$ cat config.mk
export PLATFORM = sky130hd
export DESIGN_NAME = tnoc_input_vc_buffer
export DESIGN_NICKNAME = d
export VERILOG_FILES = /design/src/rtl/tnoc_input_vc_buffer.sv
export SDC_FILE = /design/constraint.sdc
export NUM_CORES = 1
export LEC_CHECK = 0
export CORE_MARGIN = 3
export CORE_UTILIZATION = 40
export DETAILED_ROUTE_END_ITERATION = 8
export PLACE_DENSITY_LB_ADDON = 0.08
export REMOVE_ABC_BUFFERS = 1
export SETUP_SLACK_MARGIN = 0.4
export SLEW_MARGIN = 20
export SYNTH_ARGS = -nofsm -noshare
export SYNTH_HDL_FRONTEND = slang
export SYNTH_SLANG_ARGS = --single-unit
export TNS_END_PERCENT = 20
$ cat constraint.sdc
create_clock -name clk -period 15.4 [get_ports clk]
set_input_delay 4.62 -clock clk [delete_from_list [all_inputs] [get_ports clk]]
set_output_delay 4.62 -clock clk [all_outputs]
set_load 0.05 [all_outputs]
$ cat src/rtl/tnoc_input_vc_buffer.sv
// Purpose: per-VC input stage. Buffers flits, XY-routes each head flit, then requests an output port and streams the packet once granted.
// Latency: head pushed in cycle 0 raises o_request in cycle 2; grant in cycle n lets the first flit leave in cycle n+1.
// Backpressure: o_flit_ready = !full from the registered count only. Downstream stalls by holding i_flit_ready low.
//
// Ports:
//   clk, rst                  clock, async active-high reset
//   i_flit_valid/o_flit_ready upstream flit handshake, i_flit carries the flit
//   o_vc_available            at least two free entries (occupancy <= DEPTH-2)
//   o_request/i_grant         one-hot port request/grant {y-, y+, x-, x+, local}
//   o_free                    tail-flit handshake pulse, releases the granted port
//   o_flit_valid/i_flit_ready downstream flit handshake, o_flit is the FIFO head
//   o_error                   pulse when an orphan (non-head) flit is dropped while idle
module tnoc_input_vc_buffer #(
    parameter int FLIT_WIDTH = 64,
    parameter int X_WIDTH    = 3,
    parameter int Y_WIDTH    = 3,
    parameter int X_ID       = 0,
    parameter int Y_ID       = 0,
    parameter int DEPTH      = 4
) (
    input  logic                  clk,
    input  logic                  rst,
    input  logic                  i_flit_valid,
    output logic                  o_flit_ready,
    input  logic [FLIT_WIDTH-1:0] i_flit,
    output logic                  o_vc_available,
    output logic [4:0]            o_request,
    input  logic [4:0]            i_grant,
    output logic                  o_free,
    output logic                  o_flit_valid,
    input  logic                  i_flit_ready,
    output logic [FLIT_WIDTH-1:0] o_flit,
    output logic                  o_error
);

    localparam int PTR_W = $clog2(DEPTH);
    localparam int CNT_W = PTR_W + 1;

    localparam logic [X_WIDTH-1:0] MY_X = X_WIDTH'(X_ID);
    localparam logic [Y_WIDTH-1:0] MY_Y = Y_WIDTH'(Y_ID);

    localparam logic [4:0] PORT_LOCAL = 5'b00001;
    localparam logic [4:0] PORT_XP    = 5'b00010;
    localparam logic [4:0] PORT_XM    = 5'b00100;
    localparam logic [4:0] PORT_YP    = 5'b01000;
    localparam logic [4:0] PORT_YM    = 5'b10000;

    typedef enum logic [1:0] {
        ST_IDLE    = 2'd0,
        ST_REQUEST = 2'd1,
        ST_ACTIVE  = 2'd2
    } state_t;

    logic [FLIT_WIDTH-1:0] mem_q [DEPTH];
    logic [PTR_W-1:0]      wr_ptr_q, wr_ptr_d;
    logic [PTR_W-1:0]      rd_ptr_q, rd_ptr_d;
    logic [CNT_W-1:0]      count_q, count_d;

    state_t                state_q;
    logic [4:0]            route_q;
    logic [4:0]            request_q;

    logic                  empty;
    logic                  full;
    logic                  push;
    logic                  pop;
    logic                  out_hs;
    logic                  drop;
    logic [FLIT_WIDTH-1:0] head_flit;
    logic                  is_head;
    logic                  is_tail;
    logic [X_WIDTH-1:0]    dest_x;
    logic [Y_WIDTH-1:0]    dest_y;
    logic [4:0]            route_calc;

    // ---------------- FIFO status and handshakes ----------------
    assign empty     = (count_q == '0);
    assign full      = (count_q == CNT_W'(DEPTH));
    assign head_flit = mem_q[rd_ptr_q];
    assign is_head   = head_flit[FLIT_WIDTH-1];
    assign is_tail   = head_flit[FLIT_WIDTH-2];

    // Ready and availability come from the registered count only, so there
    // is no combinational path from downstream ready back to upstream.
    assign o_flit_ready   = !full;
    assign o_vc_available = (count_q <= CNT_W'(DEPTH - 2));

    assign o_flit_valid = (state_q == ST_ACTIVE) && !empty;
    assign out_hs       = o_flit_valid && i_flit_ready;
    // A non-head flit at the head while idle has no packet context: discard it.
    assign drop         = (state_q == ST_IDLE) && !empty && !is_head;

    assign push = i_flit_valid && !full;
    assign pop  = out_hs || drop;

    assign o_free    = out_hs && is_tail;
    assign o_error   = drop;
    assign o_flit    = head_flit;
    assign o_request = request_q;

    always_comb begin
        wr_ptr_d = wr_ptr_q;
        rd_ptr_d = rd_ptr_q;
        count_d  = count_q;
        if (push) begin
            wr_ptr_d = wr_ptr_q + PTR_W'(1);
        end
        if (pop) begin
            rd_ptr_d = rd_ptr_q + PTR_W'(1);
        end
        case ({push, pop})
            2'b10:   count_d = count_q + CNT_W'(1);
            2'b01:   count_d = count_q - CNT_W'(1);
            default: count_d = count_q;
        endcase
    end

    always_ff @(posedge clk or posedge rst) begin
        if (rst) begin
            wr_ptr_q <= '0;
            rd_ptr_q <= '0;
            count_q  <= '0;
        end else begin
            wr_ptr_q <= wr_ptr_d;
            rd_ptr_q <= rd_ptr_d;
            count_q  <= count_d;
        end
    end

    // Storage is cleared on reset so o_flit reads zero out of reset.
    always_ff @(posedge clk or posedge rst) begin
        if (rst) begin
            for (int i = 0; i < DEPTH; i++) begin
                mem_q[i] <= '0;
            end
        end else if (push) begin
            mem_q[wr_ptr_q] <= i_flit;
        end
    end

    // ---------------- XY route from the FIFO head ----------------
    assign dest_x = head_flit[X_WIDTH-1:0];
    assign dest_y = head_flit[X_WIDTH+Y_WIDTH-1:X_WIDTH];

    always_comb begin
        route_calc = PORT_LOCAL;
        if (dest_x > MY_X) begin
            route_calc = PORT_XP;
        end else if (dest_x < MY_X) begin
            route_calc = PORT_XM;
        end else if (dest_y > MY_Y) begin
            route_calc = PORT_YP;
        end else if (dest_y < MY_Y) begin
            route_calc = PORT_YM;
        end
    end

    // ---------------- Packet FSM ----------------
    // request_q is loaded together with the route and held through ACTIVE so
    // the port controller keeps its grant until the tail has gone.
    always_ff @(posedge clk or posedge rst) begin
        if (rst) begin
            state_q   <= ST_IDLE;
            route_q   <= '0;
            request_q <= '0;
        end else begin
            case (state_q)
                ST_IDLE: begin
                    if (!empty && is_head) begin
                        route_q   <= route_calc;
                        request_q <= route_calc;
                        state_q   <= ST_REQUEST;
                    end
                end
                ST_REQUEST: begin
                    if ((i_grant & route_q) != 5'b0) begin
                        state_q <= ST_ACTIVE;
                    end
                end
                ST_ACTIVE: begin
                    if (o_free) begin
                        request_q <= '0;
                        state_q   <= ST_IDLE;
                    end
                end
                default: begin
                    request_q <= '0;
                    state_q   <= ST_IDLE;
                end
            endcase
        end
    end

endmodule

* Word level (Yosys, flattened, before mapping) *
Cells that the tools add are included.

storage, ports and cells
  register bits after elaboration = 275
  input port bits = 73
  output and inout port bits = 74
  word-level logic and storage cells = 71

operators by class
  add/sub/neg operators = 4
  $lt $le $gt $ge = 8
  equal/unequal tests = 8
  muxes and demuxes = 18
  bitwise logic cells = 4
  reduce and logical (&&, ||, !) cells = 19

operators with widths
  cell                                                            count
  bitwise mux 256 bit                                             1
  two-way mux 64 bit                                              3
  binary-select mux 64 bit (select 2 bit)                         1
  demux 64 bit (select 2 bit)                                     1
  two-way mux 5 bit                                               6
  one-hot mux 5 bit (3 select lines)                              1
  less-than comparator 3 x 1 -> 1 bit, second input constant      3
  logical AND 1 bit                                               8
  >= comparator 3 bit, second input constant                      2
  greater-than comparator 3 x 1 -> 1 bit, second input constant   2
  two-way mux 2 bit                                               3
  NOT 2 -> 3 bit                                                  2
  one-hot mux 2 bit (3 select lines)                              1
  one-hot mux 3 bit (2 select lines)                              1
  AND reduction 3 bit                                             2
  bitwise AND 5 bit                                               1
  nonzero test 5 bit                                              1
  adder 2 x 1 -> 2 bit, second input constant                     2
  == test 2 x 1 -> 1 bit, second input constant                   2
  == test 2 bit, second input constant                            2
  inequality test 2 bit, second input constant                    2
  adder 3 x 1 -> 3 bit, second input constant                     1
  == test 3 bit, second input constant                            1
  less-or-equal comparator 3 x 2 -> 1 bit, second input constant  1
  9 further kinds                                                 11

* Depth between registers and ports, before layout *
Gate-level depths: netlist (run 1).

  depth in word-level cells = 11
  depth in mapped cells = 9
  gate-level depth less buffers = 9

* Worst setup path after synthesis (run 1) *
OpenSTA, ideal clock, no wires.

  kind = input-to-output
  from = input i_flit_ready
  to = output o_free
  arrival time = 5.332 ns
  required time = 10.780 ns
  path slack = 5.448 ns
  stages = 3
  path buffers = 0
  cell sequence = nor2b_1 -> o2bb2ai_1 -> and2_1

between the ends
  longest elaborated chain between the ends = 2

RTL lines
  element            RTL line  text
  start, declared    31        input logic i_flit_ready,
  logical AND 1 bit  89        assign out_hs = o_flit_valid && i_flit_ready;
  logical AND 1 bit  96        assign o_free = out_hs && is_tail;
  end, declared      29        output logic o_free,

No other way between the ends.

* Worst setup path in the final report (run 1) *
Ends and elaborated chain as after synthesis.

==> flow_summary.json, run 1 <==
{
  "post-synth-top-area-fraction_pct": 57.4,
  "avgRoutedWirePerCell_um": 20.8,
  "cts_root_buf": "sky130_fd_sc_hd__clkbuf_16",
  "cp_max_fo": 3,
  "maxcap_violations": 0,
  "synth_cells": 701,
  "yosys_register_bits": 271,
  "top_signal_layer_used": "met4",
  "die_height_um": 178,
  "post_cts_buffers": 0,
  "design.core.area_um2": 28900,
  "clkTransAtPathRegs_ns": 0.06,
  "skew_ns": 0.0168,
  "drt_first_pass_iters": 4,
  "final_antenna_violating_net_count": 0,
  "cell_count_final_fillers_out": 1248,
  "wl_met1_mm": 10.5,
  "status": "finished clean",
  "drive_above_1_share_pct": 42.2,
  "timing_hold_violations_final": 0,
  "num-nets-final": 920,
  "seq_area_frac_synth_pct": 57.4,
  "synth.area.top_cells": "sky130_fd_sc_hd__dfrtp_1, sky130_fd_sc_hd__mux2_2, sky130_fd_sc_hd__mux4_2",
  "rsz_0062_raised_after_global_routing": "no",
  "grt_util_all_layers_pct": 16.8,
  "cp.required_ns": 10.78,
  "floorplan.rows": 62,
  "design.die.area_um2": 31700,
  "cts_hold_buffers": 0,
  "final_cell_mix": "sky130_fd_sc_hd__dfrtp_1, sky130_fd_sc_hd__mux2_2, sky130_fd_sc_hd__clkdlybuf4s50_1",
  "port-buffer-count": 142,
  "inst_count_dp": 1191,
  "route.met3.wl_mm": 1.52,
  "clock_latency_ns": 0.55,
  "grt_pass1_vias": 7562,
  "count_of_different_cell_masters_after_synthesis": 40,
  "synth_warnings": 0,
  "dpl_cell_area_um2": 13600,
  "fin_crit_sh_pct": 71.7,
  "design_area_um2": 14600,
  "grt_start_max_net_pins": 130,
  "finalCriticalPeriod_ns": 11.04,
  "die_width_um": 178,
  "clock_tree.htree_level_count": 1,
  "max_freq_mhz": 90.6,
  "postCtsResizedCells": 0,
  "first_pass_grt_wire_length_mm": 41.6,
  "synth.cell_area_um2": 11800,
  "clockBufferDepth": 3,
  "gr-total-overflow": 0,
  "gp_congestion": 0.729,
  "clkSinkCount": 271,
  "setup_tns_final_ns": 0,
  "worst_setup_sp_type": "primary input",
  "met2WireLength_mm": 13.3,
  "tightest_slew_ns": 1.10,
  "setup.worst_path.end_class": "primary output",
  "syn_avg_cell_area_um2": 16.9,
  "viasPerCell": 5.26,
  "timing.setup.critical_path_class": "in2out",
  "count_of_antenna_diodes_in_the_layout": 0,
  "antenna_found_initial": 0,
  "finalWirelength_mm": 25.9,
  "clock_tree_from_tritoncts": "done",
  "drtIter0Drc": 200,
  "remaining_drc_errors": 0,
  "min_path_type": "reg2reg",
  "setup_viol": 0,
  "maxSlewViolCount": 0,
  "tritoncts.num_buffers": 31,
  "final_common_cell": "sky130_fd_sc_hd__dfrtp_1",
  "synthDominantAreaCellType": "sky130_fd_sc_hd__dfrtp_1",
  "worstPathArrival_ns": 6.42,
  "initial_core_util_pct": 40.9,
  "area_growth_synth_to_finish_pct": 23.5,
  "hpwlAfterDp_mm": 15.7,
  "top_ports": 147,
  "max_slew_margin_pct": 26.3,
  "vias": 6563
}
-- per-stage QoR --
step | utilization [%] | worst slack (ns) | hold WS, ns
after CTS | 50.3 | 4.36 | 0.492
after floorplan | - | 3.31 | 0.444
after global routing | 50.5 | 4.27 | 0.500
final | 50.5 | 4.36 | 0.487
after global placement | 47.0 | 4.36 | 0.468
after detailed placement | 47.0 | 4.36 | 0.479
-- state kept, by name (all words and copies together) (netlist names) --
register and flops:
route_q 3, wr_ptr_q 2, state_q 2, o_request 3
mem_q 256, count_q 3, rd_ptr_q 2
-- Yosys cell counts (all sizes together) --
cell type,count
dfrtp,271
mux2,257
mux4,63
buf,40
nand2,11
inv,8
nor2,6
ha,5
nor3,4
a21oi,3
nor2b,3
xnor2,3
xor2,3
a21o,2
clkbuf,2
mux2i,2
o2bb2ai,2
a2111oi,1
a21bo,1
a21boi,1
a221oi,1
a222oi,1
a31o,1
and2,1
conb,1
fa,1
nand3,1
nor3b,1
nor4,1
nor4b,1
o21ai,1
o31ai,1
or4b,1
-- kinds of logic after synthesis --
group / synth area share (%)
buffers and inverters: 2.12
other: 0.0317
flip-flops: 57.4
AO/OA/AOI/OAI: 1.21
multiplexers: 36.7
AND/OR/NAND/NOR: 1.43
adder cells (fa/ha/maj): 0.698
XOR/XNOR: 0.445
-- worst paths after layout --
check,slack (ns),startpoint,cells past startpoint,endpoint
worst max-delay path,4.36,i_flit_ready,5,o_free
worst min-delay path,0.49,mem_q[227],1,mem_q[227]
worst max register to register,11.82,rd_ptr_q[1],9,count_q[2]
worst min register to register,0.49,mem_q[227],1,mem_q[227]
max in group asynchronous,9.34,rst,3,mem_q[55]
min in group asynchronous,4.69,rst,2,mem_q[226]
-- final cells by class --
| type | instances | area [um^2] |
|---|---|---|
| Inverter | 8 | 37.5 |
| Timing Repair Buffer | 148 | 1490 |
| Clock buffer | 47 | 906 |
| Sequential cell | 271 | 6790 |
| Tap cell | 384 | 480 |
| Clock inverter | 9 | 55.1 |
| Multi-Input combinational cell | 381 | 4850 |
| Fill cell | 2402 | 14300 |
-- worst max-delay path, cell delays in order --
cell and delay (ns):
sky130_fd_sc_hd__clkdlybuf4s50_1 0.49, sky130_fd_sc_hd__nand2_1 0.07, sky130_fd_sc_hd__o2bb2ai_1 0.28, sky130_fd_sc_hd__and2_1 0.16, sky130_fd_sc_hd__clkdlybuf4s50_1 0.80
-- per-layer routing --
| layer | vias up | GRT usage [%] |
|---|---|---|
| li1 | 2886 | - |
| met1 | 3500 | 20.8 |
| met2 | 134 | 29.8 |
| met3 | 43 | 4.09 |
| met4 | 0 | 3.53 |
| met5 | - | 0 |
Power of run 1 is not shown: default switching activity piles up to over one toggle a cycle in this logic, so the estimate is an artifact.
==> run 2, diff against run 1 <==
clock period = 11.41 ns   (was 15.4 ns; I/O delays follow)
==> flow_summary.json, run 2 (synthesis gave the netlist of run 1 again) <==
{
  "status": "finished clean",
  "timing_hold_violations_final": 0,
  "gr-total-overflow": 0,
  "initial_core_util_pct": 40.9,
  "grt_util_all_layers_pct": 16.6,
  "cp.required_ns": 7.99,
  "grt_use_met1_pct": 20.6,
  "final_antenna_violating_net_count": 0,
  "final_cell_mix": "sky130_fd_sc_hd__dfrtp_1, sky130_fd_sc_hd__mux2_2, sky130_fd_sc_hd__clkdlybuf4s50_1",
  "setup_viol": 0,
  "worst_setup_sp_type": "primary input",
  "largest_reg_flops": 256,
  "clockBufferDepth": 3,
  "maxcap_violations": 0,
  "design_area_um2": 14500,
  "multi_input_comb_area_um2": 4850,
  "cts_hold_buffers": 0,
  "skew_ns": 0.00777,
  "area_growth_synth_to_finish_pct": 22.9,
  "globalRoute.busiestLayer": "met2",
  "die_height_um": 178,
  "drive_above_1_share_pct": 41.9,
  "max_flop_register": "mem_q",
  "n_fill_cell": 2375,
  "remaining_drc_errors": 0,
  "area.sequential_um2": 6790,
  "drtIter0Drc": 275,
  "tritoncts.num_buffers": 30,
  "antenna_found_initial": 1,
  "top_ports": 147,
  "final_common_cell": "sky130_fd_sc_hd__dfrtp_1",
  "vias": 6556,
  "max_slew_margin_pct": 26.5,
  "maxSlewViolCount": 0,
  "viasPerCell": 5.29,
  "die_width_um": 178,
  "finalWirelength_mm": 25.6,
  "min_path_type": "reg2reg",
  "worstPathArrival_ns": 5.22,
  "grt_use_met3_pct": 4.09,
  "hpwlAfterDp_mm": 15.3,
  "num-nets-final": 916,
  "design.die.area_um2": 31700,
  "port-buffer-count": 142,
  "detailedPlace.worstSlack_ns": 2.78,
  "setup_tns_final_ns": 0,
  "postCtsResizedCells": 0,
  "cts_root_buf": "sky130_fd_sc_hd__clkbuf_16",
  "post_cts_buffers": 0,
  "clkTransAtPathRegs_ns": 0.06,
  "timing.setup.critical_path_class": "in2out",
  "clock_latency_ns": 0.53,
  "clock_tree.htree_level_count": 1,
  "tightest_slew_ns": 1.10,
  "setup.worst_path.end_class": "primary output",
  "design.core.area_um2": 28900,
  "max_freq_mhz": 116,
  "grt_start_max_net_pins": 149,
  "grt_pass1_vias": 7669,
  "rsz_0062_raised_after_global_routing": "no",
  "fin_crit_sh_pct": 75.8,
  "clock_tree_from_tritoncts": "done",
  "drt_first_pass_iters": 5,
  "dpl_cell_area_um2": 13600,
  "avgRoutedWirePerCell_um": 20.7,
  "finalCriticalPeriod_ns": 8.64,
  "clkSinkCount": 271,
  "count_of_antenna_diodes_in_the_layout": 0,
  "cp_max_fo": 3,
  "post-route-worst-setup-slack_ns": 2.77,
  "met2_global_route_usage_pct": 29.6,
  "floorplan.rows": 62,
  "gp_congestion": 0.722,
  "first_pass_grt_wire_length_mm": 41.4
}
run 2: cell count changes in the layout (fill, tap and decap cells not counted), sizes merged:
cell and delta:
clkinv -2, inv -1, buf -3, clkbuf -3
run 2: worst max-delay path: stages:
cell and delay (ns):
sky130_fd_sc_hd__clkdlybuf4s50_1 0.50, sky130_fd_sc_hd__nor2b_1 0.15, sky130_fd_sc_hd__o2bb2ai_1 0.18, sky130_fd_sc_hd__and2_1 0.17
sky130_fd_sc_hd__clkdlybuf4s50_1 0.79
run 2: final timing paths:
path	from	cells past startpoint	slack, ns	endpoint
min	mem_q[52]	1	0.49	mem_q[52]
max in group asynchronous	rst	3	6.59	mem_q[105]
min reg2reg	mem_q[52]	1	0.49	mem_q[52]
min in group asynchronous	rst	2	3.42	mem_q[174]
max reg2reg	rd_ptr_q[1]	9	7.80	count_q[2]
max	i_flit_ready	5	2.77	o_free
run 2: area by class of cell:
type	instances	share of cell area, %
inverter	8	0.258
sequential	271	46.7
clock inverter	6	0.224
timing repair buffer	145	10.0
clock buffer	44	6.09
multi-input combinational	381	33.4
tap	384	3.31
run 2: stage by stage:
step                instances  util [%]  hold WS, ns
floorplan                 660         -        0.444
global placement         1189      47.0        0.468
detailed placement       1189      47.0        0.481
CTS                      1239      50.1        0.495
global route             1239      50.2        0.504
finish                   1239      50.2        0.492
run 2: routing by layer:
layer	vias to the layer above	share of wire [%]
met5	-	0.051
met4	2	1.8
met3	32	5.9
met2	126	51
met1	3516	42
li1	2880	-
Power of run 2 is left out for the same reason.
==> run 3, diff against run 2 <==
clock period = 7.43 ns   (was 11.41 ns; I/O delays follow)
==> flow_summary.json, run 3 (synthesis gave the netlist of run 1 again) <==
{
  "final_common_cell": "sky130_fd_sc_hd__dfrtp_1",
  "first_pass_grt_wire_length_mm": 41.3,
  "gp_congestion": 0.754,
  "crit-reg2reg-capture": "count_q[2]",
  "postCtsResizedCells": 0,
  "avgRoutedWirePerCell_um": 20.9,
  "clkTransAtPathRegs_ns": 0.05,
  "grt_use_met1_pct": 20.9,
  "critical_path.top_delay_family": "buffers and inverters",
  "die_height_um": 178,
  "max_flop_register": "mem_q",
  "maxcap_violations": 0,
  "tightest_slew_ns": 0.972,
  "final_antenna_violating_net_count": 0,
  "timing_hold_violations_final": 0,
  "multi_input_comb_area_um2": 4870,
  "status": "finished clean",
  "tritoncts.num_buffers": 30,
  "n_fill_cell": 2370,
  "critical_path.slowest_cell": "sky130_fd_sc_hd__clkdlybuf4s50_1",
  "crit_top_cell": "sky130_fd_sc_hd__clkdlybuf4s50_1",
  "clockBufferDepth": 3,
  "timing.critical_path.cells": "clkdlybuf4s50_1, nor2b_1, o2bb2ai_1, and2_1, clkdlybuf4s50_1",
  "hpwlAfterDp_mm": 15.3,
  "gr-total-overflow": 0,
  "viasPerCell": 5.26,
  "min_path_type": "reg2reg",
  "cts_root_buf": "sky130_fd_sc_hd__clkbuf_16",
  "finalCriticalPeriod_ns": 6.25,
  "grt_pass1_vias": 7487,
  "worst_path_largest_cell_delay_ns": 0.79,
  "maxSlewViolCount": 0,
  "grt_use_met3_pct": 3.96,
  "rsz_0062_raised_after_global_routing": "no",
  "top_ports": 147,
  "worstPathArrival_ns": 4.02,
  "remaining_drc_errors": 0,
  "met2_global_route_usage_pct": 29.4,
  "cp.buffers_inverters": 2,
  "globalRoute.busiestLayer": "met2",
  "design.die.area_um2": 31700,
  "clock_tree.htree_level_count": 1,
  "setup_viol": 0,
  "grt_util_all_layers_pct": 16.7,
  "drive_above_1_share_pct": 42.2,
  "cp.required_ns": 5.20,
  "post_cts_buffers": 0,
  "design.core.area_um2": 28900,
  "cts_hold_buffers": 0,
  "reg2reg_setup_slack_ns": 4.13,
  "worst_setup_sp_type": "primary input",
  "die_width_um": 178,
  "vias": 6550,
  "area.sequential_um2": 6790,
  "antenna_found_initial": 1,
  "skew_ns": 0.00769,
  "worst-path-stages": 5,
  "worst_setup_path_endpoint": "o_free",
  "setup.worst_path.start": "i_flit_ready",
  "clock_tree_from_tritoncts": "done",
  "drt_first_pass_iters": 4,
  "largest_reg_flops": 256,
  "area_growth_synth_to_finish_pct": 23.9,
  "cp_max_fo": 3,
  "clock_latency_ns": 0.54,
  "initial_core_util_pct": 40.9,
  "final_cell_mix": "sky130_fd_sc_hd__dfrtp_1, sky130_fd_sc_hd__mux2_2, sky130_fd_sc_hd__clkdlybuf4s50_1",
  "setup.worst_path.end_class": "primary output",
  "rr_startpoint": "rd_ptr_q[0]",
  "drtIter0Drc": 252,
  "clkSinkCount": 271,
  "fin_crit_sh_pct": 84.1,
  "count_of_antenna_diodes_in_the_layout": 0,
  "timing.setup.critical_path_class": "in2out",
  "max_slew_margin_pct": 34.7,
  "num-nets-final": 917,
  "max_freq_mhz": 160,
  "finalWirelength_mm": 26.0,
  "hold_slack_ns": 0.491,
  "grt_start_max_net_pins": 155,
  "rr_worst_depth": 9,
  "floorplan.rows": 62,
  "port-buffer-count": 142
}
[run 3: area by class of cell]
type / instances / share of cell area (%)
clock buffers: 47 / 6.18
clock inverters: 8 / 0.538
inverters: 8 / 0.290
multi-input cells: 381 / 33.2
flip-flops and latches: 271 / 46.4
well taps: 384 / 3.28
repair buffers: 146 / 10.1
[run 3: per-layer routing]
metal	part of all wire (%)	wire, um
met5	0.077	20
met4	1.5	393
met3	5.4	1410
met2	51	13400
met1	42	10800
[run 3: worst min path at each step]
stage / endpoint / slack (ns) / start / cells after the start
2_1_floorplan: route_q[0] / 0.44 / route_q[0] / 2
3_3_place_gp: mem_q[52] / 0.47 / mem_q[52] / 1
3_5_place_dp: mem_q[19] / 0.48 / mem_q[19] / 1
4_1_cts: mem_q[19] / 0.49 / mem_q[19] / 1
5_1_grt: mem_q[79] / 0.51 / mem_q[79] / 1
6_report: mem_q[19] / 0.49 / mem_q[19] / 1
[run 3: through the flow]
step | utilization, % | cells | setup TNS, ns | area, um^2 | setup WS (ns)
after floorplan | - | 660 | -614.09 | 11600 | -2.27
after global placement | 47.0 | 1189 | 0 | 13600 | 1.17
after detailed placement | 47.0 | 1189 | 0 | 13600 | 1.16
after CTS | 50.4 | 1244 | 0 | 14600 | 1.15
after global routing | 50.6 | 1245 | 0 | 14600 | 1.08
final | 50.6 | 1245 | 0 | 14600 | 1.18
[run 3: worst register-to-register path, delay by kind of cell, from the launching register on]
kind / cells / cell delay [ns]
buffers and inverters: 2 / 0.36
AOI/OAI and AO/OA: 1 / 0.52
adders and majority gates: 2 / 0.64
and+or+nand+nor: 1 / 0.11
xor gates and xnor gates: 2 / 0.30
muxes: 1 / 0.65
DFF: 1 / 0.65
Power of run 3 is left out for the same reason.
